<file path="src/rtl/led_frame_tx.sv">
// rtl/led_frame_tx.sv - fifo_led read-side consumer that serialises LED words onto a one-wire NRZ line.
// Pops LED_NUM words per frame, prefetching the next word so bit periods stay back to back.
module led_frame_tx #(
  parameter int DATA_WIDTH = 24,
  parameter int LED_NUM    = 64,
  parameter int T_BIT      = 63,
  parameter int T0H        = 20,
  parameter int T1H        = 40,
  parameter int T_RST      = 15000
) (
  input  logic                  clk,
  input  logic                  rst_n,
  input  logic                  frame_start,
  output logic                  rd_en,
  input  logic [DATA_WIDTH-1:0] rd_data,
  input  logic                  rd_empty,
  output logic                  led_dout,
  output logic                  busy,
  output logic                  frame_done,
  output logic                  underrun
);

  localparam int BCW = $clog2(T_BIT);
  localparam int BIW = $clog2(DATA_WIDTH);
  localparam int LCW = (LED_NUM > 1) ? $clog2(LED_NUM) : 1;
  localparam int RCW = $clog2(T_RST + 1);

  localparam logic [BCW-1:0] C_BIT_END = BCW'(T_BIT - 1);
  localparam logic [BCW-1:0] C_PF_RD   = BCW'(T_BIT - 3);
  localparam logic [BCW-1:0] C_PF_CAP  = BCW'(T_BIT - 2);
  localparam logic [BCW-1:0] C_T0H     = BCW'(T0H);
  localparam logic [BCW-1:0] C_T1H     = BCW'(T1H);
  localparam logic [BIW-1:0] C_IDX_MSB = BIW'(DATA_WIDTH - 1);
  localparam logic [LCW-1:0] C_LED_END = LCW'(LED_NUM - 1);
  localparam logic [RCW-1:0] C_RST_END = RCW'(T_RST - 1);

  typedef enum logic [2:0] {S_IDLE, S_FETCH, S_LOAD, S_SHIFT, S_LATCH} state_t;

  state_t                r_state, w_state_n;
  logic [DATA_WIDTH-1:0] r_shift, w_shift_n;
  logic [DATA_WIDTH-1:0] r_next, w_next_n;
  logic [BCW-1:0]        r_bit_cnt, w_bit_cnt_n;
  logic [BIW-1:0]        r_bit_idx, w_bit_idx_n;
  logic [LCW-1:0]        r_led_cnt, w_led_cnt_n;
  logic [RCW-1:0]        r_rst_cnt, w_rst_cnt_n;
  logic                  r_abort, w_abort_n;
  logic                  r_led, w_led_n;
  logic                  r_busy, w_busy_n;
  logic                  r_done, w_done_n;
  logic                  r_underrun, w_underrun_n;
  logic                  w_rd_en;
  logic                  w_last_word;
  logic                  w_pf_bit;

  always_ff @(posedge clk or negedge rst_n) begin
    if (!rst_n) begin
      r_state    <= S_IDLE;
      r_shift    <= '0;
      r_next     <= '0;
      r_bit_cnt  <= '0;
      r_bit_idx  <= '0;
      r_led_cnt  <= '0;
      r_rst_cnt  <= '0;
      r_abort    <= 1'b0;
      r_led      <= 1'b0;
      r_busy     <= 1'b0;
      r_done     <= 1'b0;
      r_underrun <= 1'b0;
    end else begin
      r_state    <= w_state_n;
      r_shift    <= w_shift_n;
      r_next     <= w_next_n;
      r_bit_cnt  <= w_bit_cnt_n;
      r_bit_idx  <= w_bit_idx_n;
      r_led_cnt  <= w_led_cnt_n;
      r_rst_cnt  <= w_rst_cnt_n;
      r_abort    <= w_abort_n;
      r_led      <= w_led_n;
      r_busy     <= w_busy_n;
      r_done     <= w_done_n;
      r_underrun <= w_underrun_n;
    end
  end

  always_comb begin
    w_state_n    = r_state;
    w_shift_n    = r_shift;
    w_next_n     = r_next;
    w_bit_cnt_n  = r_bit_cnt;
    w_bit_idx_n  = r_bit_idx;
    w_led_cnt_n  = r_led_cnt;
    w_rst_cnt_n  = r_rst_cnt;
    w_abort_n    = r_abort;
    w_busy_n     = r_busy;
    w_done_n     = 1'b0;
    w_underrun_n = r_underrun;
    w_rd_en      = 1'b0;
    w_last_word  = (r_led_cnt == C_LED_END);
    w_pf_bit     = (r_bit_idx == '0) && !w_last_word;

    case (r_state)
      S_IDLE: begin
        if (frame_start) begin
          w_underrun_n = 1'b0;
          w_busy_n     = 1'b1;
          w_led_cnt_n  = '0;
          w_abort_n    = 1'b0;
          w_rst_cnt_n  = '0;
          if (rd_empty) begin
            w_underrun_n = 1'b1;
            w_state_n    = S_LATCH;
          end else begin
            w_state_n = S_FETCH;
          end
        end
      end
      S_FETCH: begin
        if (rd_empty) begin
          w_underrun_n = 1'b1;
          w_state_n    = S_LATCH;
        end else begin
          w_rd_en   = 1'b1;
          w_state_n = S_LOAD;
        end
      end
      S_LOAD: begin
        w_shift_n   = rd_data;
        w_bit_idx_n = C_IDX_MSB;
        w_bit_cnt_n = '0;
        w_state_n   = S_SHIFT;
      end
      S_SHIFT: begin
        // Prefetch early enough in the last bit that the next word is ready at the bit boundary.
        if (w_pf_bit && r_bit_cnt == C_PF_RD) begin
          if (rd_empty) begin
            w_underrun_n = 1'b1;
            w_abort_n    = 1'b1;
          end else begin
            w_rd_en = 1'b1;
          end
        end
        if (w_pf_bit && r_bit_cnt == C_PF_CAP && !r_abort) begin
          w_next_n = rd_data;
        end
        if (r_bit_cnt == C_BIT_END) begin
          w_bit_cnt_n = '0;
          if (r_bit_idx != '0) begin
            w_shift_n   = r_shift << 1;
            w_bit_idx_n = r_bit_idx - 1'b1;
          end else if (w_last_word || r_abort) begin
            w_rst_cnt_n = '0;
            w_state_n   = S_LATCH;
          end else begin
            w_shift_n   = r_next;
            w_bit_idx_n = C_IDX_MSB;
            w_led_cnt_n = r_led_cnt + 1'b1;
          end
        end else begin
          w_bit_cnt_n = r_bit_cnt + 1'b1;
        end
      end
      S_LATCH: begin
        if (r_rst_cnt == C_RST_END) begin
          w_done_n  = 1'b1;
          w_busy_n  = 1'b0;
          w_state_n = S_IDLE;
        end else begin
          w_rst_cnt_n = r_rst_cnt + 1'b1;
        end
      end
      default: w_state_n = S_IDLE;
    endcase

    // Line level is registered from next-cycle values so it lines up with bit_cnt exactly.
    w_led_n = (w_state_n == S_SHIFT) &&
              (w_bit_cnt_n < (w_shift_n[DATA_WIDTH-1] ? C_T1H : C_T0H));
  end

  assign rd_en      = w_rd_en;
  assign led_dout   = r_led;
  assign busy       = r_busy;
  assign frame_done = r_done;
  assign underrun   = r_underrun;

endmodule
</file>
<file path="config.mk">
export PLATFORM = sky130hd
export DESIGN_NAME = led_frame_tx
export DESIGN_NICKNAME = d
export VERILOG_FILES = /design/src/rtl/led_frame_tx.sv
export SDC_FILE = /design/constraint.sdc
export NUM_CORES = 1
export LEC_CHECK = 0
export CAP_MARGIN = 10
export CELL_PAD_IN_SITES_DETAIL_PLACEMENT = 1
export CELL_PAD_IN_SITES_GLOBAL_PLACEMENT = 1
export CORE_AREA = 10 10 111 113
export CTS_BUF_LIST = sky130_fd_sc_hd__clkbuf_8
export CTS_CLUSTER_SIZE = 8
export DETAILED_ROUTE_END_ITERATION = 8
export DIE_AREA = 0 0 121 123
export PLACE_DENSITY_LB_ADDON = 0.1
export SLEW_MARGIN = 40
export SYNTH_ARGS = -nofsm -noshare
export SYNTH_HDL_FRONTEND = slang
export SYNTH_SLANG_ARGS = --single-unit
</file>
<file path="constraint.sdc">
create_clock -name clk -period 2.4 [get_ports clk]
set_clock_uncertainty 0.1 [all_clocks]
set_input_delay 0.36 -clock clk [delete_from_list [all_inputs] [get_ports clk]]
set_output_delay 0.36 -clock clk [all_outputs]
set_load 0.005 [all_outputs]
</file>
After elaboration in Yosys (flattened, before gate mapping)
Cells that the tools add are included.

storage, ports and cells
  register bits = 87
  input bits = 28
  output and inout bits = 5
  logic and storage cells = 108

cells by class
  add/subtract/negate cells = 4
  $lt $le $gt $ge = 1
  equal/unequal tests = 20
  mux-type cells = 47
  reduce and logical (&&, ||, !) cells = 23

operator list
  operator               count
  $mux 24                3
  $mux 14                5
  $pmux 24 s2            1
  $pmux 14 s3            1
  $mux 6                 6
  $eq 6x6->1 const B     4
  $pmux 6 s2             2
  $mux 3                 7
  $ne 2x2->1 const B     9
  $mux 5                 3
  $pmux 3 s5             1
  $add 14x1->14 const B  1
  $eq 14x14->1 const B   1
  $mux 1                 13
  $add 6x1->6 const B    2
  $pmux 5 s2             1
  $eq 3x2->1 const B     3
  $reduce_and 3->1       3
  $lt 6x6->1             1
  $pmux 1 s2             3
  $reduce_and 6->1       1
  $reduce_bool 2->1      3
  $reduce_bool 3->1      2
  $logic_and 1x1->1      5
  other kinds (13)       14

Depth between registers and ports, before layout
Gate-level depths: netlist of run 1.

  depth after elaboration = 9
  gate-level depth with buffers = 14
  depth with buffers taken out = 13

Worst setup path before layout of run 1
OpenSTA, ideal clock, no wires.

  path kind = reg2reg
  start point = reg r_bit_idx[0]
  end point = reg r_led (netlist: led_dout)
  setup time = 0.094 ns
  data arrival time = 2.389 ns
  required time = 2.206 ns
  slack = -0.183 ns
  cell stages (with the launch flop) = 13
  buffers on the path = 0
  period minus slack after synthesis = 2.583 ns
  cells stage by stage = dfrtp_1 > inv_1 > ha_1 > nor4b_1 > nor4_1 > a31oi_1 > nand2_1 > ha_1 > o21ai_0 > nand2b_1 > o41ai_1 > a21oi_1 > a211oi_1

between the ends
  longest elaborated chain between the ends = 7
  elaborated cells on any way between the ends = 11
  classes of those cells = order compare (1); eq/ne (1); mux (7); reduce/logical (2)

RTL lines
  item                      line  text
  start: declaration        43    logic [BIW-1:0] r_bit_idx, w_bit_idx_n;
  start signal: assignment  74    r_bit_idx <= w_bit_idx_n;
  $reduce_bool 5->1 *       147   if (r_bit_idx != '0) begin
  $mux 24                   147
  $mux 24                   145   if (r_bit_cnt == C_BIT_END) begin
  $pmux 24 s2               101   case (r_state)
  $mux 6                    176   (w_bit_cnt_n < (w_shift_n[DATA_WIDTH-1] ? C_T1H : C_T0H));
  $lt 6x6->1                176
  $logic_and 1x1->1 *       175   w_led_n = (w_state_n == S_SHIFT) &&
  via w_led_n               47    logic r_led, w_led_n;
  end signal: assignment    78    r_led <= w_led_n;
  end: declaration          47

The timed path passes the listed nets; every way through them passes the cells marked *. The select of a mux whose other input is x is not followed.
A chain may end at the register's enable or synchronous reset.

Worst setup path in the final report of run 1
  start point = reg r_bit_idx[0]
  end point = reg r_led (netlist: led_dout)

between the ends
  longest elaborated chain between the ends = 7
  elaborated cells on any way between the ends = 11
  classes of those cells = order compare (1); eq/ne (1); mux (7); reduce/logical (2)

RTL lines
  item               line  text
  $reduce_bool 5->1  147
  $mux 24            147
  $mux 24            145
  $pmux 24 s2        101
  via w_shift_n[23]  40    logic [DATA_WIDTH-1:0] r_shift, w_shift_n;
  $mux 6             176
  $lt 6x6->1         176
  $logic_and 1x1->1  175
  via w_led_n        47

The timed path passes the listed nets, and every way through them passes these cells. The select of a mux whose other input is x is not followed.

==> results of run 1 <==
==> sequential cells by signal, indices dropped and copies added (netlist names), 3 cells and up <==
name and cells:
r_bit_cnt 6, r_bit_idx 5, r_led_cnt 6, r_next 24, r_rst_cnt 14, r_shift 24
r_state 3
==> where the power goes <==
| group | internal (mW) | switching [mW] |
|---|---|---|
| sequential | 1.80 | 0.264 |
| combinational | 0.996 | 1.04 |
| clock | 0.505 | 0.619 |
| total | 3.30 | 1.92 |
==> metal layers <==
metal | up-vias | track usage (%)
met5 | - | 0
met4 | 0 | 4.75
met3 | 13 | 3.97
met2 | 45 | 28.8
met1 | 1954 | 20.7
li1 | 1711 | -
==> what timing repair did <==
action                                  4_1_cts  5_1_grt
gates resized for setup                      17       23
endpoints found under the hold margin        34        0
hold buffers                                  1        0
gates cloned                                  0        4
pin swaps                                    12       10
endpoints found under the setup margin       31       59
setup buffers                                 9        3
==> critical path, stage by stage (launching register included) <==
cell,delay [ns]
dfrtp_1,0.41
inv_2,0.09
ha_4,0.14
or4b_4,0.50
buf_8,0.16
nor3_4,0.12
a211oi_2,0.10
nand2_2,0.10
inv_2,0.05
ha_4,0.17
o41ai_4,0.39
a21oi_2,0.07
a211oi_2,0.16
==> cells in the final DEF, fill, tap and decap left out, types with 3 or more instances in the layout <==
cell type | synthesis | layout
inv_2 | 0 | 3
a221o_1 | 22 | 22
nand4b_1 | 4 | 4
nand4_1 | 7 | 7
clkbuf_16 | 0 | 3
a31oi_1 | 5 | 4
a21oi_2 | 1 | 3
a21oi_1 | 12 | 10
nor3_1 | 6 | 5
buf_12 | 0 | 5
mux2_2 | 24 | 24
a22o_1 | 25 | 25
nand3_1 | 14 | 12
o31ai_1 | 10 | 10
buf_6 | 0 | 4
inv_1 | 9 | 6
nor2_1 | 22 | 19
nand2_1 | 33 | 31
clkbuf_8 | 0 | 9
nor4_4 | 1 | 3
buf_4 | 0 | 54
dfrtp_1 | 87 | 87
xor2_1 | 4 | 4
clkdlybuf4s50_1 | 0 | 30
o21ai_0 | 15 | 13
and2_1 | 5 | 5
ha_1 | 10 | 8
and3_1 | 5 | 5
==> worst paths after layout <==
kind	to	slack (ns)	cells past startpoint
hold / removal	led_dout$_DFF_PN0_	0.38	2
min in group clk	r_shift[0]$_DFFE_PN0P_	0.39	2
setup / recovery	led_dout$_DFF_PN0_	-0.26	12
max in group asynchronous	r_rst_cnt[7]$_DFFE_PN0P_	1.16	3
hold reg to reg	r_shift[0]$_DFFE_PN0P_	0.39	2
setup reg to reg	led_dout$_DFF_PN0_	-0.26	12
==> stage by stage <==
stage          setup slack [ns]  util (%)  std cells  setup TNS (ns)
5_1_grt                  -0.341      57.6        628           -8.88
4_1_cts                  -0.252      55.5        621           -3.00
6_report                 -0.258      57.6        628           -5.26
2_1_floorplan          -0.00548         -        398        -0.00548
3_5_place_dp             -0.430      52.1        595          -0.659
3_3_place_gp             -0.325      52.1        595          -0.400
==> area by class of cell <==
type / instances / area [um2]
Sequential cell: 87 / 2180
Clock buffer: 9 / 124
Multi-Input combinational cell: 280 / 2270
Fill cell: 1076 / 4300
Clock inverter: 7 / 86.3
Tap cell: 136 / 170
Inverter: 9 / 33.8
Timing Repair Buffer: 100 / 971
==> cell families (layout without fill, tap and decap cells) <==
logic type,count (synthesis),after routing,share of synthesized area [%]
fa+ha+maj,10,10,2.87
simple gates,123,123,15.5
compound gates,116,116,21.2
mux,26,26,6.65
buf+inv,31,125,2.89
xor+xnor,5,5,1.00
flops,87,87,49.9
==> summary.md, run 1 <==
| Metric | Value |
|---|---|
| Outcome | `complete, but fails checks` |
| Violated checks | `negative setup slack` |
| N_diodes | `0` |
| Antenna-violating nets left | `0` |
| Fmax | `approximately 0.38 GHz` |
| Yosys top cell by area | `dfrtp_1` |
| Post-layout nets | `525` |
| Pin count of the biggest net entering global routing | `54` |
| Netlist cell types | `62` |
| Worst skew pair latency | `~0.37 ns` |
| Peak supply drop | `449 uV` |
| TritonCTS Buffers | `9` |
| Worst Hold Class | `in -> async` |
| FFs w/ async S/R, synth | `100%` |
| Cells taking the most area after synthesis | `dfrtp_1 (50%), mux2_2 (6.2%), a221o_1 (5.0%), a22o_1 (5.0%), ha_1 (2.9%)` |
| CTS tree | `done` |
| Final period utilization | `111%` |
| Syn_nets | `around 440` |
| Area Overhead vs Synth | `33.7%` |
| Total gr overflow | `0` |
| Placer Congestion | `0.830` |
| Routed wl met2 | `between 6 and 7 mm` |
| Row count | `37` |
| Cell Area, Synth | `4370 um2` |
| DRC errors left | `0` |
| Hold Fails Final Rpt | `0` |
| Num Clock Sinks | `87` |
| Post-Synthesis Cells | `around 400` |
| Crit path launch type | `flip-flop` |
| Total core area | `a little over 10,000 um2` |
| Vias in the first global route | `3,983` |
| Die Y-Extent | `123 um` |
| Post-synthesis sequential area ratio | `49.9%` |
| Overall Power | `approximately 5.2 mW` |
| Static Leak | `between 2 and 3 nW` |
| Worst Path Required | `2.59 ns` |
| Wire length on met3 | `a little under 400 um` |
| Count leader, synth | `dfrtp_1` |
| Vias | `about 3.7k` |
| Max FO, Critical Path | `3` |
| RSZ-0062 raised after global routing | `yes` |
| Top post-synthesis cells by count | `dfrtp_1 (87), nand2_1 (33), a22o_1 (25), mux2_2 (24)` |
| CP arrival | `roughly 2.9 ns` |
| Clk buf depth | `2` |
| Finished Cell Area | `a little under 6000 um2` |
| Routed WL | `12.9 mm` |
| First-pass GRT wire length | `20.2 mm` |
| Setup ws final | `-0.258 ns` |
| Die area | `14,900 um2` |
| CTS clk-pin slew, worst paths | `0.11 ns` |
| Yosys warns | `0` |
| Placed cell areas | `between 5000 and 6000 um2` |
| Drt pass-1 iters | `4` |
| Share of cells above drive strength 1 | `between 30 and 40%` |
| Post-synth EDFFs | `0` |
| Global Route Usage Sum | `16.8%` |
| Die Wd | `roughly 120 um` |
| Drt via density | `5.93` |
| Fin crit period | `2.66 ns` |
| Critical Path End Type | `flip-flop` |
| Worst flop-to-flop path startpoint | `r_bit_idx[0]$_DFFE_PN0P_` |
| Post-synth top area share | `49.9%` |
| Kind of critical path | `reg -> reg` |
| Initial Util | `43.1%` |
| I/O pin cnt | `33` |
| #FFs+latches synth | `87` |
| H-tree levels | `3` |
| M1 wire length | `~5.7 mm` |
| Initial antenna violation count | `0` |
| Tightest Pin Transition | `between 0.6 and 0.7 ns` |
| Hold_ws | `0.383 ns` |
| Top sig layer | `met4` |
| Drt first-iter violations | `213` |
| P per Cell Area | `just under 900 nW/um2` |
| Clock root cell | `clkbuf_8` |
| DR WL/cell | `20.5 um` |
| Final setup fails | `52` |
| DPL Wire Length | `8.23 mm` |
| I/O Buffers | `32` |
| Worst slew margin | `between 50% and 60%` |
| Top FF cell, synth | `dfrtp_1` |
| Syn Area/Cell | `roughly 11 um2` |
| Max-capacitance violation count | `0` |
| Crit. Startpoint | `r_bit_idx[0]$_DFFE_PN0P_` |
| Final-report max-slew violation count | `0` |
(Power assumes the default switching activity.)
==> inputs of run 2 (changes only) <==
- CORE_AREA: 10 10 111 113 -> 10 10 122 124
- DIE_AREA: 0 0 121 123 -> 0 0 132 134
- TNS_END_PERCENT: default -> 1
- clock period: 2.4 -> 3.2 ns (I/O delays scaled with it)
==> summary.md, run 2 (synthesis gave the netlist of run 1 again) <==
| Metric | Value |
|---|---|
| Die area | `17,700 um2 (+19%)` |
| Regs by FF count | `r_next: 24 flops, r_shift: 24 flops, r_rst_cnt: 14 flops` |
| Overall Power | `3.50 mW (-33%)` |
| Row count | `41 (+11%)` |
| Total core area | `12,500 um2 (+23%)` |
| Clk buf depth | `2 (unchanged)` |
| Place WS | `0.186 ns (+0.616 ns)` |
| Fin util | `41.3% (-16 points)` |
| Num Clock Sinks | `87 (unchanged)` |
| Share of cells above drive strength 1 | `16.1% (-15 points)` |
| DR WL/cell | `19.1 um (-6.8%)` |
| Worst slew margin | `59.1% (+1.7 points)` |
| Critical Path End Type | `flip-flop` |
| Global Route Usage Sum | `13.5% (-3.3 points)` |
| Total gr overflow | `0 (unchanged)` |
| Routed WL | `11.6 mm (-9.9%)` |
| Die Y-Extent | `134 um (+8.9%)` |
| Static Leak | `2.16 nW (-14%)` |
| CP max-delay cell | `or4b_4` |
| Kind of critical path | `reg -> reg` |
| Largest delay share family, worst path | `compound AO/OA/AOI/OAI gates` |
| Final period utilization | `90.4% (-20 points)` |
| Drt first-iter violations | `227 (+6.6%)` |
| Initial antenna violation count | `0 (unchanged)` |
| Die Wd | `132 um (+9.1%)` |
| Max FO, Critical Path | `7 (+4)` |
| Worst Reg-to-Reg Cells | `12 (unchanged)` |
| Max-capacitance violation count | `0 (unchanged)` |
| CTS tree | `done` |
| Worst flop-to-flop path startpoint | `r_bit_idx[0]$_DFFE_PN0P_` |
| Setup ws final | `0.307 ns (+0.565 ns)` |
| First-pass GRT wire length | `19.5 mm (-3.7%)` |
| Accumulated negative setup slack | `0 ns (+5.26 ns)` |
| Fin crit period | `2.89 ns (+0.235 ns)` |
| DPL Wire Length | `7.86 mm (-4.6%)` |
| Layout Cells excl Fill | `607 (-3.3%)` |
| Antenna-violating nets left | `0 (unchanged)` |
| CP arrival | `3.07 ns (+0.22 ns)` |
| Hold_ws | `0.000943 ns (-0.382 ns)` |
| Met1 Track Usage GR | `17.1% (-3.6 points)` |
| Peak supply drop | `252 uV (-44%)` |
| Post-layout nets | `468 (-11%)` |
| GRT busiest layer | `met2` |
| Hold_buf cts | `0 (-1)` |
| Cells after DPL | `591 (-0.67%)` |
| Placer Congestion | `0.830 (about the same)` |
| Vias | `3,386 (-9.1%)` |
| Area Overhead vs Synth | `18.0%` |
| CTS clk-pin slew, worst paths | `0.09 ns (-0.02 ns)` |
| Global-route met3 utilization | `2.43% (-1.5 points)` |
| H-tree levels | `3 (unchanged)` |
| Drt pass-1 iters | `4 (unchanged)` |
| Worst Hold Class | `in -> async` |
| Finished Cell Area | `5150 um2 (-12%)` |
| Commonest non-fill, non-tap cell in the layout | `dfrtp_1` |
| Outcome | `complete, no violations` |
| Worst Path Required | `3.38 ns (+0.79 ns)` |
| Placed cell areas | `4920 um2 (-6.7%)` |
| Crit path launch type | `flip-flop` |
| R2R setup slack | `0.31 ns (+0.56 ns)` |
| Final setup fails | `0 (-100%)` |
| Final-report max-slew violation count | `0 (unchanged)` |
| CP bufs+invs | `3 (unchanged)` |
| R2r endpoint | `led_dout$_DFF_PN0_` |
| Tightest Pin Transition | `0.613 ns (-0.0260 ns)` |
| I/O Buffers | `32 (unchanged)` |
| Pin count of the biggest net entering global routing | `48 (-11%)` |
| Vias in the first global route | `3,690 (-7.4%)` |
| Drt via density | `5.58 (-5.9%)` |
| DRC errors left | `0 (unchanged)` |
| RSZ-0062 raised after global routing | `no` |
| I/O pin cnt | `33 (unchanged)` |
| Commonest non-fill, non-tap cells in the layout | `dfrtp_1 (87), nand2_1 (33), clkdlybuf4s50_1 (30), a22o_1 (25), mux2_2 (24)` |
| P per Cell Area | `680 nW/um2 (-24%)` |
| Initial Util | `35.0% (-8.0 points)` |
| CP Cell Sequence | `inv_1 > ha_1 > or4b_4 > buf_4 > nor3_1 > a211oi_1 > nand2_1 > inv_1 > ha_1 > o41ai_1 > a21oi_1 > a211oi_1` |
| Fmax | `0.346 GHz (-8.1%)` |
| Clock root cell | `clkbuf_8` |
| Critical path's largest stage delay | `0.49 ns (about the same)` |
| TritonCTS Buffers | `9 (unchanged)` |
| Hold Fails Final Rpt | `0 (unchanged)` |
| Worst skew pair latency | `0.37 ns (about the same)` |
| N_diodes | `0 (unchanged)` |
| Met2 usage | `22.2% (-6.6 points)` |
run 2: cell types whose count changed in the layout (fill, tap and decap cells not counted), sizes merged:
| cell | change |
|---|---|
| buf | -54 |
| clkbuf | -2 |
| clkinv | +1 |
| dlygate4sd2 | +1 |
| dlygate4sd3 | -1 |
| inv | -2 |
run 2: power breakdown:
group          switching [mW]  internal (mW)  leakage (nW)  total, mW
clock                   0.422          0.380         0.105      0.802
combinational           0.590          0.499         0.972       1.09
sequential              0.266           1.35          1.08       1.61
run 2: worst reg2reg max path, stage by stage (launching register included):
cell	delay, ns
dfrtp_1	0.40
inv_1	0.12
ha_1	0.17
or4b_4	0.49
buf_4	0.19
nor3_1	0.13
a211oi_1	0.13
nand2_1	0.10
inv_1	0.06
ha_1	0.22
o41ai_1	0.37
a21oi_1	0.07
a211oi_1	0.24
run 2: worst max path at each step:
| stage | from | to | slack (ns) | cells past startpoint |
|---|---|---|---|---|
| after detailed placement | r_bit_idx[0]$_DFFE_PN0P_ | rd_en | 0.19 | 7 |
| after CTS | r_bit_idx[0]$_DFFE_PN0P_ | rd_en | 0.26 | 7 |
| after floorplan | r_bit_idx[0]$_DFFE_PN0P_ | led_dout$_DFF_PN0_ | 0.62 | 12 |
| after global routing | r_bit_idx[0]$_DFFE_PN0P_ | led_dout$_DFF_PN0_ | 0.08 | 12 |
| final | r_bit_idx[0]$_DFFE_PN0P_ | led_dout$_DFF_PN0_ | 0.31 | 12 |
| after global placement | r_bit_idx[0]$_DFFE_PN0P_ | rd_en | 0.27 | 7 |
run 2: final cells by class:
| cell class | instances | area (um2) |
|---|---|---|
| Multi-Input combinational cell | 280 | 2110 |
| Timing Repair Buffer | 43 | 412 |
| Inverter | 9 | 33.8 |
| Tap cell | 172 | 215 |
| Sequential cell | 87 | 2180 |
| Clock buffer | 10 | 138 |
| Fill cell | 1370 | 7310 |
| Clock inverter | 6 | 62.6 |
run 2: timing repair:
item	4_1_cts	5_1_grt
endpoints found under the setup margin	1	0
resized for setup	5	0
setup buffers	0	0
run 2: per-layer routing:
layer	up-vias	part of all wire, %	routed length (um)
met3	11	1.6	182
met2	26	49	5630
li1	1592	-	-
met5	-	0	0
met1	1757	49	5640
met4	0	1.3	151
